## config.mk

```make
export PLATFORM = sky130hd
export DESIGN_NAME = div_fu_sequencer_flat
export DESIGN_NICKNAME = d
export VERILOG_FILES = /design/src/rtl/div_fu_sequencer_if.sv /design/src/rtl/div_fu_sequencer.sv /design/src/flat_wrapper.sv
export SDC_FILE = /design/constraint.sdc
export NUM_CORES = 1
export LEC_CHECK = 0
export CAP_MARGIN = 20
export CORE_MARGIN = 4
export CORE_UTILIZATION = 40
export DETAILED_ROUTE_END_ITERATION = 12
export PLACE_DENSITY_LB_ADDON = 0.15
export SYNTH_ARGS = -nofsm -noshare
export SYNTH_HDL_FRONTEND = slang
export SYNTH_SLANG_ARGS = --single-unit
```

## constraint.sdc

```tcl
create_clock -name clk -period 4.25 [get_ports clk]
set_input_delay 0.85 -clock clk [delete_from_list [all_inputs] [get_ports clk]]
set_output_delay 0.85 -clock clk [all_outputs]
set_load 0.02 [all_outputs]
```

## src/rtl/div_fu_sequencer_if.sv

```systemverilog
// Shared types and the issue/flush/CDB interface of the divide functional unit.
// Package: branch_tag_t (sign bit + one-hot-ish tag mask) used for flush matching.
// Interface signals:
//   issue, operand1, operand2, div_op_type, div_signed, br_tag_in, dest_ROB_in : RS -> FU
//   FU_running                                                                  : FU -> RS
//   flush, flush_tag                                                            : branch unit -> FU
//   cdb_req, cdb_rd_v, cdb_dest_ROB, busy_cycles                                : FU -> CDB / debug
//   cdb_grant                                                                   : CDB arbiter -> FU
// Modports: master (RS / CDB / branch side), slave (the divide unit).
package div_fu_sequencer_pkg;
  localparam int unsigned BR_TAG_W = 4;

  typedef struct packed {
    logic                sign;
    logic [BR_TAG_W-1:0] tag;
  } branch_tag_t;
endpackage

interface div_fu_sequencer_if #(
  parameter int unsigned XLEN      = 32,
  parameter int unsigned ROB_WIDTH = 3
);
  import div_fu_sequencer_pkg::*;

  logic                 issue;
  logic [XLEN-1:0]      operand1;
  logic [XLEN-1:0]      operand2;
  logic                 div_op_type;
  logic                 div_signed;
  branch_tag_t          br_tag_in;
  logic [ROB_WIDTH-1:0] dest_ROB_in;
  logic                 FU_running;
  logic                 flush;
  branch_tag_t          flush_tag;
  logic                 cdb_req;
  logic                 cdb_grant;
  logic [XLEN-1:0]      cdb_rd_v;
  logic [ROB_WIDTH-1:0] cdb_dest_ROB;
  logic [5:0]           busy_cycles;

  modport master (
    output issue, operand1, operand2, div_op_type, div_signed, br_tag_in, dest_ROB_in,
    output flush, flush_tag, cdb_grant,
    input  FU_running, cdb_req, cdb_rd_v, cdb_dest_ROB, busy_cycles
  );

  modport slave (
    input  issue, operand1, operand2, div_op_type, div_signed, br_tag_in, dest_ROB_in,
    input  flush, flush_tag, cdb_grant,
    output FU_running, cdb_req, cdb_rd_v, cdb_dest_ROB, busy_cycles
  );
endinterface

```

## src/rtl/div_fu_sequencer.sv

```systemverilog
// Shared divide functional unit: accepts one issued divide, runs an XLEN-step
// radix-2 restoring division with RV32M sign / divide-by-zero rules, then holds
// the result on the CDB request until granted. Squashes work on a matching flush.
// Ports:
//   clk  : clock, all state on rising edge
//   rst  : asynchronous active-low reset
//   bus  : div_fu_sequencer_if.slave (issue, flush and CDB signals)
module div_fu_sequencer
  import div_fu_sequencer_pkg::*;
#(
  parameter int unsigned ROB_WIDTH = 3,
  parameter int unsigned XLEN      = 32
) (
  input logic                clk,
  input logic                rst,
  div_fu_sequencer_if.slave  bus
);

  localparam int unsigned CNT_W = 6;

  typedef enum logic [1:0] {
    IDLE     = 2'd0,
    CALC     = 2'd1,
    FIX      = 2'd2,
    WAIT_CDB = 2'd3
  } state_e;

  state_e               state_q, state_d;
  logic [XLEN-1:0]      quo_q, quo_d;       // dividend shifts out as quotient shifts in
  logic [XLEN-1:0]      rem_q, rem_d;
  logic [XLEN-1:0]      divisor_q, divisor_d;
  logic [XLEN-1:0]      orig_a_q, orig_a_d;
  logic                 op_q, op_d;
  logic                 sgn_q, sgn_d;
  logic                 neg_q_q, neg_q_d;
  logic                 neg_r_q, neg_r_d;
  logic                 dbz_q, dbz_d;
  branch_tag_t          tag_q, tag_d;
  logic [ROB_WIDTH-1:0] rob_q, rob_d;
  logic [CNT_W-1:0]     busy_q, busy_d;
  logic [XLEN-1:0]      rd_v_q, rd_v_d;
  logic [ROB_WIDTH-1:0] dest_q, dest_d;

  logic [XLEN:0]        rem_shift;
  logic [XLEN:0]        rem_trial;
  logic [XLEN-1:0]      abs_a, abs_b, res_quo, res_rem;
  logic                 a_neg, b_neg;
  logic                 kill_held, kill_issue;

  // Same-sign tags die when they contain the flush mask; a tag on the other
  // side of a sign flip dies when it is contained in the flush mask.
  function automatic logic kill_f(input branch_tag_t t, input logic fl, input branch_tag_t ft);
    logic hit;
    if (t.sign == ft.sign) hit = ((t.tag & ft.tag) == ft.tag);
    else                   hit = ((t.tag & ft.tag) == t.tag);
    return fl && hit;
  endfunction

  // Next-state and datapath
  always_comb begin
    state_d   = state_q;
    quo_d     = quo_q;
    rem_d     = rem_q;
    divisor_d = divisor_q;
    orig_a_d  = orig_a_q;
    op_d      = op_q;
    sgn_d     = sgn_q;
    neg_q_d   = neg_q_q;
    neg_r_d   = neg_r_q;
    dbz_d     = dbz_q;
    tag_d     = tag_q;
    rob_d     = rob_q;
    busy_d    = busy_q;
    rd_v_d    = rd_v_q;
    dest_d    = dest_q;

    kill_held  = kill_f(tag_q, bus.flush, bus.flush_tag);
    kill_issue = kill_f(bus.br_tag_in, bus.flush, bus.flush_tag);

    a_neg = bus.div_signed && bus.operand1[XLEN-1];
    b_neg = bus.div_signed && bus.operand2[XLEN-1];
    abs_a = a_neg ? (~bus.operand1 + XLEN'(1)) : bus.operand1;
    abs_b = b_neg ? (~bus.operand2 + XLEN'(1)) : bus.operand2;

    rem_shift = {rem_q, quo_q[XLEN-1]};
    rem_trial = rem_shift - {1'b0, divisor_q};

    if (dbz_q) begin
      res_quo = '1;
      res_rem = orig_a_q;
    end else begin
      res_quo = (sgn_q && neg_q_q) ? (~quo_q + XLEN'(1)) : quo_q;
      res_rem = (sgn_q && neg_r_q) ? (~rem_q + XLEN'(1)) : rem_q;
    end

    unique case (state_q)
      IDLE: begin
        if (bus.issue && !kill_issue) begin
          quo_d     = abs_a;
          divisor_d = abs_b;
          orig_a_d  = bus.operand1;
          op_d      = bus.div_op_type;
          sgn_d     = bus.div_signed;
          neg_q_d   = a_neg ^ b_neg;
          neg_r_d   = a_neg;
          tag_d     = bus.br_tag_in;
          rob_d     = bus.dest_ROB_in;
          rem_d     = '0;
          busy_d    = '0;
          dbz_d     = (bus.operand2 == '0);
          state_d   = (bus.operand2 == '0) ? FIX : CALC;
        end
      end
      CALC: begin
        if (kill_held) begin
          state_d = IDLE;
        end else begin
          // Restore by keeping the shifted remainder when the trial goes negative
          rem_d  = rem_trial[XLEN] ? rem_shift[XLEN-1:0] : rem_trial[XLEN-1:0];
          quo_d  = {quo_q[XLEN-2:0], ~rem_trial[XLEN]};
          busy_d = busy_q + CNT_W'(1);
          if (busy_q == CNT_W'(XLEN - 1)) state_d = FIX;
        end
      end
      FIX: begin
        if (kill_held) begin
          state_d = IDLE;
        end else begin
          rd_v_d  = op_q ? res_rem : res_quo;
          dest_d  = rob_q;
          state_d = WAIT_CDB;
        end
      end
      WAIT_CDB: begin
        if (kill_held || bus.cdb_grant) state_d = IDLE;
      end
      default: state_d = IDLE;
    endcase
  end

  // State and datapath registers
  always_ff @(posedge clk or negedge rst) begin
    if (!rst) begin
      state_q   <= IDLE;
      quo_q     <= '0;
      rem_q     <= '0;
      divisor_q <= '0;
      orig_a_q  <= '0;
      op_q      <= 1'b0;
      sgn_q     <= 1'b0;
      neg_q_q   <= 1'b0;
      neg_r_q   <= 1'b0;
      dbz_q     <= 1'b0;
      tag_q     <= '0;
      rob_q     <= '0;
      busy_q    <= '0;
      rd_v_q    <= '0;
      dest_q    <= '0;
    end else begin
      state_q   <= state_d;
      quo_q     <= quo_d;
      rem_q     <= rem_d;
      divisor_q <= divisor_d;
      orig_a_q  <= orig_a_d;
      op_q      <= op_d;
      sgn_q     <= sgn_d;
      neg_q_q   <= neg_q_d;
      neg_r_q   <= neg_r_d;
      dbz_q     <= dbz_d;
      tag_q     <= tag_d;
      rob_q     <= rob_d;
      busy_q    <= busy_d;
      rd_v_q    <= rd_v_d;
      dest_q    <= dest_d;
    end
  end

  assign bus.FU_running   = (state_q != IDLE);
  assign bus.cdb_req      = (state_q == WAIT_CDB) && !kill_held;
  assign bus.cdb_rd_v     = rd_v_q;
  assign bus.cdb_dest_ROB = dest_q;
  assign bus.busy_cycles  = busy_q;

endmodule
```

## src/flat_wrapper.sv

```systemverilog
// flat-port wrapper written by rule: the top's interface ports become plain ports
module div_fu_sequencer_flat import div_fu_sequencer_pkg::*;
#(
  parameter int unsigned ROB_WIDTH = 3,
  parameter int unsigned XLEN      = 32
)
  (clk, rst, bus_issue, bus_operand1, bus_operand2, bus_div_op_type, bus_div_signed, bus_br_tag_in, bus_dest_ROB_in, bus_flush, bus_flush_tag, bus_cdb_grant, bus_FU_running, bus_cdb_req, bus_cdb_rd_v, bus_cdb_dest_ROB, bus_busy_cycles);
  div_fu_sequencer_if #(.XLEN(XLEN), .ROB_WIDTH(ROB_WIDTH)) bus_i ();
  input logic clk;
  input logic rst;
  input wire logic [$bits(bus_i.issue)-1:0] bus_issue;
  input wire logic [$bits(bus_i.operand1)-1:0] bus_operand1;
  input wire logic [$bits(bus_i.operand2)-1:0] bus_operand2;
  input wire logic [$bits(bus_i.div_op_type)-1:0] bus_div_op_type;
  input wire logic [$bits(bus_i.div_signed)-1:0] bus_div_signed;
  input wire logic [$bits(bus_i.br_tag_in)-1:0] bus_br_tag_in;
  input wire logic [$bits(bus_i.dest_ROB_in)-1:0] bus_dest_ROB_in;
  input wire logic [$bits(bus_i.flush)-1:0] bus_flush;
  input wire logic [$bits(bus_i.flush_tag)-1:0] bus_flush_tag;
  input wire logic [$bits(bus_i.cdb_grant)-1:0] bus_cdb_grant;
  output wire logic [$bits(bus_i.FU_running)-1:0] bus_FU_running;
  output wire logic [$bits(bus_i.cdb_req)-1:0] bus_cdb_req;
  output wire logic [$bits(bus_i.cdb_rd_v)-1:0] bus_cdb_rd_v;
  output wire logic [$bits(bus_i.cdb_dest_ROB)-1:0] bus_cdb_dest_ROB;
  output wire logic [$bits(bus_i.busy_cycles)-1:0] bus_busy_cycles;
  assign bus_i.issue = bus_issue;
  assign bus_i.operand1 = bus_operand1;
  assign bus_i.operand2 = bus_operand2;
  assign bus_i.div_op_type = bus_div_op_type;
  assign bus_i.div_signed = bus_div_signed;
  assign bus_i.br_tag_in = bus_br_tag_in;
  assign bus_i.dest_ROB_in = bus_dest_ROB_in;
  assign bus_i.flush = bus_flush;
  assign bus_i.flush_tag = bus_flush_tag;
  assign bus_i.cdb_grant = bus_cdb_grant;
  assign bus_FU_running = bus_i.FU_running;
  assign bus_cdb_req = bus_i.cdb_req;
  assign bus_cdb_rd_v = bus_i.cdb_rd_v;
  assign bus_cdb_dest_ROB = bus_i.cdb_dest_ROB;
  assign bus_busy_cycles = bus_i.busy_cycles;
  div_fu_sequencer #(.ROB_WIDTH(ROB_WIDTH), .XLEN(XLEN)) u_core (.clk(clk), .rst(rst), .bus(bus_i));
endmodule
```

==> flow_summary.toml, run 1 <==
[sta]
finalSetupTns_ns = 0
worst_pin_slew_ns = 0.855
finalCriticalPeriod_ns = 3.76
setup_viol = 0
slew_violations = 0
hold_viol = 0
slew_headroom = 0.430
setup_ws_ns = 0.486
holdWs_ns = 0.462
min_period_over_period = 0.886
skew_ns = 0.0162
rsz0062_at_grt = "false"
timing.fmax_mhz = 266

[worst_setup_path]
required_ns = 3.40
crit_fanout = 4
worst-r2r-cell-count = 11
cp_data_arrival_time_ns = 2.91
setup.worst_path.start_class = "input pin"
crit_path_end_kind = "primary output"
cp-startpoint = "bus_flush_tag[3]"
rr_startpoint = "u_core.quo_q[31]"
path_class = "input pin to primary output"

[grt]
grt_max_degree = 102
grt_overflow = 0
grt_pass1_wl_um = 57800
antenna_found_initial = 0
grtUsageTotal = 0.210
grt_pass1_vias = 10700

[finish]
diodes = 0
drive_above_1_share = 0.0695
layout_common_cells = "dfrtp_1, nand2_1, a21oi_1"
final.fill_count = 2982
fin_nets = 1706
seq_area_mm2 = 0.00460
areaGrowthSynthToFinish_pct = 18.6
final_common_cell = "dfrtp_1"
multi_input_area_mm2 = 0.00739
design_area_mm2 = 0.0149

[route]
via_per_inst = 5.57
drc = 0
via_count = 11100
drtPass1Iterations = 5
ant_nets = 0
wl_per_cell_um = 18.0
wirelength_um = 35900
drt_iter0_drc = 825

[die]
initial_core_util = 0.407
die_w_um = 185
dieArea_mm2 = 0.0342
io_pins = 127
core_mm2 = 0.0307
row_count = 64
die_h_um = 185

[run]
max-cap-violations = 0

[clocking]
clk_root_buffer_cell = "clkbuf_16"
postCtsSetupBuffers = 0
cts_hold_buf = 0
numClockSinks = 184
cts_buffers = 17
tritoncts = "done"
htreeDepth = 4
clk_latency_ns = 0.43
path_clk_slew_ns = 0.07
max-clock-path-buffers = 2
cts_resized = 0

[outcome]
outcome = "complete, no violations"

[logic_synthesis]
synth_fp_nets = 1618
synth_edf_count = 0
ys.flop_type = "dfrtp_1"
synthCells = 1496
ys_types = 77
yosysWarnings = 0
synth_area_mm2 = 0.0125
seq_area_frac_synth = 0.368
syn_area_per_cell_um2 = 8.37
async_flop_share = 1.00
ys_seq_elements = 184

[hold_path]
hold_class = "flip-flop to flip-flop"
hold_start = "u_core.rob_q[0]"
whs_path_depth = 2

[placed_design]
portBuffers = 126
hpwlAfterDp_um = 27000
placed_cell_area_mm2 = 0.0142
dp_slack_ns = 0.118
gp_congestion = 0.914

[power_and_ir_drop]
vdd_drop_max_mv = 0.347
p_per_area_mw_per_mm2 = 781
leakage_uw = 0.00644
## final timing paths
check | end | slack, ns
setup / recovery | bus_cdb_req | 0.49
hold / removal | u_core.bus.cdb_dest_ROB[0] | 0.46
setup reg to reg | u_core.rem_q[10] | 0.65
hold reg to reg | u_core.bus.cdb_dest_ROB[0] | 0.46
max in group asynchronous | u_core.rem_q[9] | 2.78
min in group asynchronous | u_core.bus.cdb_dest_ROB[1] | 0.51
## cell type report
cell class,count,area share
Clock buffer,19,0.0298
Timing Repair Buffer,149,0.0985
Clock inverter,12,0.0143
Sequential cell,184,0.310
Tap cell,396,0.0334
Inverter,65,0.0164
Multi-Input combinational cell,1167,0.498
## routing by layer
| metal | vias to the layer above | part of all wire | global-route usage |
|---|---|---|---|
| met3 | 50 | 0.045 | 0.0324 |
| met5 | - | 0 | 0.00714 |
| met4 | 0 | 0.026 | 0.0628 |
| met2 | 280 | 0.46 | 0.345 |
| li1 | 5464 | - | - |
| met1 | 5292 | 0.47 | 0.288 |
## per-stage QoR
stage                     std cells  utilization  total power, µW
final                          1992        0.483            11600
after global placement         1961        0.462             9700
after floorplan                1496            -             7810
after global routing           1992        0.483            12500
after CTS                      1992        0.483            11600
after detailed placement       1961        0.462             9800
## state kept, by name, summed over array words and instances (netlist names), 2 cells and up
register and flops:
u_core.rob_q 3, u_core.bus.cdb_dest_ROB 3, u_core.bus.busy_cycles 6, u_core.bus.cdb_rd_v 32, u_core.rem_q 32, u_core.quo_q 32, u_core.state_q 2, u_core.orig_a_q 32
u_core.divisor_q 32, u_core.tag_q 5
## cell usage after synthesis (3+ instances only)
library cell	n	area, µm²
mux2i_1	27	270
or4_1	9	67.6
and2_1	7	43.8
a21o_1	23	173
a21oi_1	138	691
a221oi_1	6	52.6
a211oi_1	7	52.6
o211ai_1	6	45.0
o22ai_1	24	150
or3_1	18	113
and3_1	6	37.5
nor4_2	3	37.5
nand4_1	8	50.1
o41ai_1	7	61.3
nor3_1	28	140
dfrtp_1	184	4600
inv_1	64	240
nand2_1	164	616
nor2_1	130	488
xnor2_1	80	701
clkbuf_1	72	270
o21bai_1	3	22.5
xor2_1	70	613
o221ai_1	3	26.3
nand3_1	30	150
a221o_1	4	40.0
o31ai_1	16	120
a2111oi_0	3	26.3
a31oi_1	7	43.8
a22o_1	3	26.3
o21ai_1	32	160
buf_1	5	18.8
mux2_2	38	428
nor2b_1	11	68.8
a311oi_1	3	26.3
o21a_1	4	30.0
a32oi_1	8	70.1
ha_1	37	463
o21ai_0	131	656
nand2b_1	22	138
nor4_1	12	75.1
## power by group
group          leakage (µW)  switching (µW)  internal [µW]
logic               0.00386            3810           2680
registers           0.00226             753           2540
clock network      0.000317             736           1070
## critical path, stage by stage
cell and delay [ns]:
clkdlybuf4s50_1 0.50, nor2b_1 0.06, a2111o_1 0.38, mux2i_1 0.22, nand2_1 0.16, nand2_1 0.14
nor2_1 0.06, clkdlybuf4s50_1 0.54
## logic make-up after synthesis
family,Yosys count,share of synthesized area
simple gates,461,0.171
compound gates,452,0.216
flops,184,0.368
xor+xnor,150,0.105
buf+inv,145,0.0451
mux,66,0.0569
fa+ha+maj,38,0.0386
No activity file was read; power rests on OpenSTA's default activity.
==> run 2: changes to the inputs <==
--- a/config.mk
+++ b/config.mk
@@ -6,8 +6,9 @@
 export NUM_CORES = 1
 export LEC_CHECK = 0
 export CAP_MARGIN = 20
+export CORE_ASPECT_RATIO = 0.7
 export CORE_MARGIN = 4
-export CORE_UTILIZATION = 40
+export CORE_UTILIZATION = 50
 export DETAILED_ROUTE_END_ITERATION = 12
 export PLACE_DENSITY_LB_ADDON = 0.15
 export SYNTH_ARGS = -nofsm -noshare
==> run 2 against run 1 <==
Effect of this change:
- clock power decreased by 9.9%
- sequential power about the same
- final cell count decreased by 3.1%
- fmax increased by 1.2%
- setup slack improved by 0.044 ns
- flip-flop and latch count unchanged
- global-route usage increased by 5.3 points
- final area decreased by 0.70%
- clock skew decreased by 0.0042 ns
- first-iteration DRC count increased by 19%
- largest cell class unchanged
==> flow_summary.toml, run 2 (synthesis gave the netlist of run 1 again) <==
[outcome]
outcome = "complete, no violations"

[clocking]
clk_latency_ns = 0.46
clk_root_buffer_cell = "clkbuf_16"
tritoncts = "done"
numClockSinks = 184
path_clk_slew_ns = 0.08
htreeDepth = 4
cts_buffers = 17
postCtsSetupBuffers = 0
cts_hold_buf = 0
max-clock-path-buffers = 2
cts_resized = 0

[route]
drtPass1Iterations = 5
wirelength_um = 36300
wl_per_cell_um = 18.8
ant_nets = 0
via_per_inst = 5.93
drc = 0
drt_iter0_drc = 985
via_count = 11400

[placed_design]
hpwlAfterDp_um = 26800
gp_congestion = 0.908
dp_cells = 1897
portBuffers = 126

[worst_setup_path]
crit_path_end_kind = "primary output"
path_class = "input pin to primary output"
r2r_setup_slack_ns = 0.63
cp_data_arrival_time_ns = 2.87
required_ns = 3.40
setup.worst_path.start_class = "input pin"
crit_fanout = 4

[grt]
antenna_found_initial = 0
grt_pass1_wl_um = 58900
grt_max_degree = 84
grt_overflow = 0
grtUsageTotal = 0.263
grt_pass1_vias = 10800

[sta]
finalCriticalPeriod_ns = 3.72
setup_viol = 0
slew_headroom = 0.233
hold_viol = 0
skew_ns = 0.0120
worst_pin_slew_ns = 1.15
timing.fmax_mhz = 269
slew_violations = 0
rsz0062_at_grt = "false"
finalSetupTns_ns = 0
min_period_over_period = 0.875

[finish]
fin_cells = 1930
layout_common_cells = "dfrtp_1, nand2_1, a21oi_1"
diodes = 0
final.fill_count = 2229
drive_above_1_share = 0.0748
final_common_cell = "dfrtp_1"
areaGrowthSynthToFinish_pct = 17.8
seq_area_mm2 = 0.00460
multi_input_area_mm2 = 0.00738
fin_nets = 1714

[power_and_ir_drop]
leakage_uw = 0.00644
p_per_area_mw_per_mm2 = 782
vdd_drop_max_mv = 0.423

[hold_path]
hold_class = "input pin to async pin"

[die]
core_mm2 = 0.0246
dieArea_mm2 = 0.0277
io_pins = 127
initial_core_util = 0.509
die_w_um = 197
die_h_um = 140
row_count = 48

[run]
max-cap-violations = 0
run 2: final cells by class:
type / count / share of cell area
Clock buffer: 17 / 0.0288
Multi-Input combinational cell: 1167 / 0.501
Timing Repair Buffer: 157 / 0.104
Tap cell: 325 / 0.0276
Inverter: 65 / 0.0165
Sequential cell: 184 / 0.312
Clock inverter: 15 / 0.0105
run 2: stage by stage:
stage	hold slack [ns]	worst slack, ns	total power (µW)	instance area (µm²)	util
global placement	0.440	0.222	9680	14200	0.575
finish	0.433	0.529	11500	14700	0.599
global route	0.479	0.313	12500	14700	0.599
CTS	0.476	0.536	11500	14700	0.598
detailed placement	0.456	0.0992	9790	14200	0.575
floorplan	0.433	1.05	7810	12500	-
run 2: where the power goes:
group / total (µW) / switching [µW] / internal [µW]
clock: 1630 / 798 / 834
combinational: 6610 / 3880 / 2720
sequential: 3290 / 744 / 2540
run 2: metal layers:
metal	up-vias	global-route usage	share of wire
met5	-	0	0
met4	0	0.0532	0.011
met3	36	0.0438	0.059
met2	329	0.382	0.42
met1	5589	0.414	0.51
li1	5486	-	-
run 2: worst max-delay path: stages:
cell,delay (ns)
clkdlybuf4s50_1,0.52
nor2b_1,0.07
a2111o_1,0.38
mux2i_1,0.18
nand2_1,0.14
nand2_1,0.13
nor2_1,0.05
clkdlybuf4s50_1,0.56
run 2: final timing paths:
check | end | cells after the start | start
worst max-delay path | bus_cdb_req | 8 | bus_flush_tag[3]
worst min register to register | u_core.bus.cdb_dest_ROB[1] | 2 | u_core.rob_q[1]
max in group asynchronous | u_core.tag_q[1] | 2 | rst
worst max register to register | u_core.rem_q[9] | 12 | u_core.quo_q[31]
min in group clk | u_core.bus.cdb_dest_ROB[1] | 2 | u_core.rob_q[1]
worst min-delay path | u_core.divisor_q[6] | 1 | rst
==> run 3: changes to the inputs <==
--- a/config.mk
+++ b/config.mk
@@ -10,6 +10,7 @@
 export CORE_MARGIN = 4
 export CORE_UTILIZATION = 50
 export DETAILED_ROUTE_END_ITERATION = 12
+export GPL_ROUTABILITY_DRIVEN = 1
 export PLACE_DENSITY_LB_ADDON = 0.15
 export SYNTH_ARGS = -nofsm -noshare
 export SYNTH_HDL_FRONTEND = slang
==> results of run 3 <==
No change in the layout: final DEF, timing and power equal those of run 2.
==> variant: new RTL, flow settings as in run 1 <==
The 4 states of `state_e` get a one-hot encoding in 4 bits.
--- a/src/rtl/div_fu_sequencer.sv
+++ b/src/rtl/div_fu_sequencer.sv
@@ -18,11 +18,11 @@
 
   localparam int unsigned CNT_W = 6;
 
-  typedef enum logic [1:0] {
-    IDLE     = 2'd0,
-    CALC     = 2'd1,
-    FIX      = 2'd2,
-    WAIT_CDB = 2'd3
+  typedef enum logic [3:0] {
+    IDLE     = 4'b0001,
+    CALC     = 4'b0010,
+    FIX      = 4'b0100,
+    WAIT_CDB = 4'b1000
   } state_e;
 
   state_e               state_q, state_d;
Formal check against the unedited RTL: no difference found for any inputs over 4 cycles, from zero or initial values and one cycle with rst low; so few cycles prove little.
==> variant against run 1 <==
  * Setup slack better by 0.079 ns
  * Sequential cell count is 2 higher
  * Area after synthesis shrank 0.43%
  * Design area grew 0.11%
  * Routed wire length fell by 4.3%
  * Synthesized cell count shrank 1.5%
  * Total power grew 0.89%
  * Via count fell by 2.1%
  * First-iteration DRC count is 18% lower
  * Register-to-register slack better by 0.18 ns
  * Largest cell class unchanged
==> variant: results (changes against run 1) <==
Pwr:
- The switching power of the nets is 5.25 mW (was 5.30 mW).
- The static leakage is 6.27 nW (was 6.44 nW).

GRT:
- The maximum number of pins on one net before global-route repair is 112 (was 102).
- The total global-route track usage came to 0.202 (was 0.210).
- The global-route wire length before repair is 55700 um (was 57800 um).
- The via count of the first global-routing pass is 10.3k (was 10.7k).

Logic synthesis:
- The number of nets in the synthesized netlist is 1596 (was 1618).
- The distinct cell type count of the synthesized netlist came to 70 (was 77).
- The sequential cell area fraction in the yosys report is 0.373 (was 0.368).
- Cells taking the most area after synthesis: sky130_fd_sc_hd__dfrtp_1 37%, sky130_fd_sc_hd__o21ai_0 6.1%, sky130_fd_sc_hd__xor2_1 5.7%, sky130_fd_sc_hd__nand2_1 5.6%, sky130_fd_sc_hd__a21oi_1 5.1% (was sky130_fd_sc_hd__dfrtp_1 37%, sky130_fd_sc_hd__xnor2_1 5.6%, sky130_fd_sc_hd__a21oi_1 5.5%, sky130_fd_sc_hd__o21ai_0 5.2%, sky130_fd_sc_hd__nand2_1 4.9%).
- The average footprint of a synthesized cell is 8.46 sq um (was 8.37 sq um).

Layout:
- The share of layout cells above drive strength 1 is 0.0803 (was 0.0695).
- The post-route non-filler standard cell count is 1977 (was 1992).
- The number of nets in the layout was 1692 (was 1706).

Placed design:
- The number of placed instances with taps included is 1946 (was 1961).
- The cell area reported after detailed placement is 14200 sq um (about the same).
- The global placer's final weighted congestion is 0.881 (was 0.914).
- The post-place setup slack is 0.174 ns (was 0.118 ns).

Route:
- The count of routing violations after the opening detailed-route iteration is 676 (was 825).
- The routed length on met2 is 15800 um (was 16600 um).
- The met1 wire length is 16400 um (was 16700 um).
- The total routed wirelength came to 34400 um (was 35900 um).

Setup path:
- The source of the worst register-to-register timing path is u_core.divisor_q[0]$_DFFE_PN0P_ (was u_core.quo_q[31]$_DFFE_PN0P_).
- The end of the worst register-to-register path is u_core.rem_q[9]$_DFFE_PN0P_ (was u_core.rem_q[10]$_DFFE_PN0P_).
- The beginning of the critical path was bus_flush_tag[4] (was bus_flush_tag[3]).
- The setup slack on the worst flop-to-flop path is 0.83 ns (was 0.65 ns).

STA:
- The setup clock skew after layout is 0.0183 ns (was 0.0162 ns).

Hold path:
- The end point of the worst hold path is u_core.bus.cdb_rd_v[23]$_DFFE_PN0P_ (was u_core.bus.cdb_dest_ROB[0]$_DFFE_PN0P_).

Run status:
- Result of the run: finished, final reports clean (unchanged).
[variant: power by group through the flow]
stage	logic (mW)	registers [mW]	clock network, mW
floorplan	4.64	3.32	0
global placement	6.52	3.38	0
detailed placement	6.59	3.40	0
CTS	6.61	3.37	1.76
global route	7.33	3.49	1.84
finish	6.59	3.38	1.73
[variant: worst min-delay path, cell delays in order (launching register included)]
cell                      delay, ns
sky130_fd_sc_hd__dfrtp_1       0.35
sky130_fd_sc_hd__nand2_1       0.04
sky130_fd_sc_hd__o21ai_0       0.06
[variant: worst max-delay path by stage]
stage	endpoint	slack, ns
2_1_floorplan	u_core.quo_q[29]$_DFFE_PN0P_	0.98
3_3_place_gp	u_core.quo_q[29]$_DFFE_PN0P_	0.25
3_5_place_dp	u_core.quo_q[29]$_DFFE_PN0P_	0.17
4_1_cts	bus_cdb_req	0.55
5_1_grt	u_core.quo_q[29]$_DFFE_PN0P_	0.38
6_report	bus_cdb_req	0.56
[variant: layout make-up]
cell class              count  share of cell area
clock inverters            10              0.0113
flip-flops and latches    186               0.313
repair buffers            155               0.104
clock buffers              20              0.0307
inverters                  57              0.0144
well taps                 396              0.0333
multi-input cells        1153               0.494
[variant: metal layers]
metal,vias up,GRT usage
li1,5408,-
met1,5169,0.292
met2,240,0.323
met3,35,0.0245
met4,0,0.0509
met5,-,0
[variant: kinds of logic (layout without fill, tap and decap cells)]
family	count (synthesis)	after routing	synth area share
simple gates	461	461	0.171
compound gates	429	429	0.205
buf+inv	135	242	0.0413
xor+xnor	147	147	0.103
fa+ha+maj	38	38	0.0387
flops	186	186	0.373
mux	78	78	0.0670
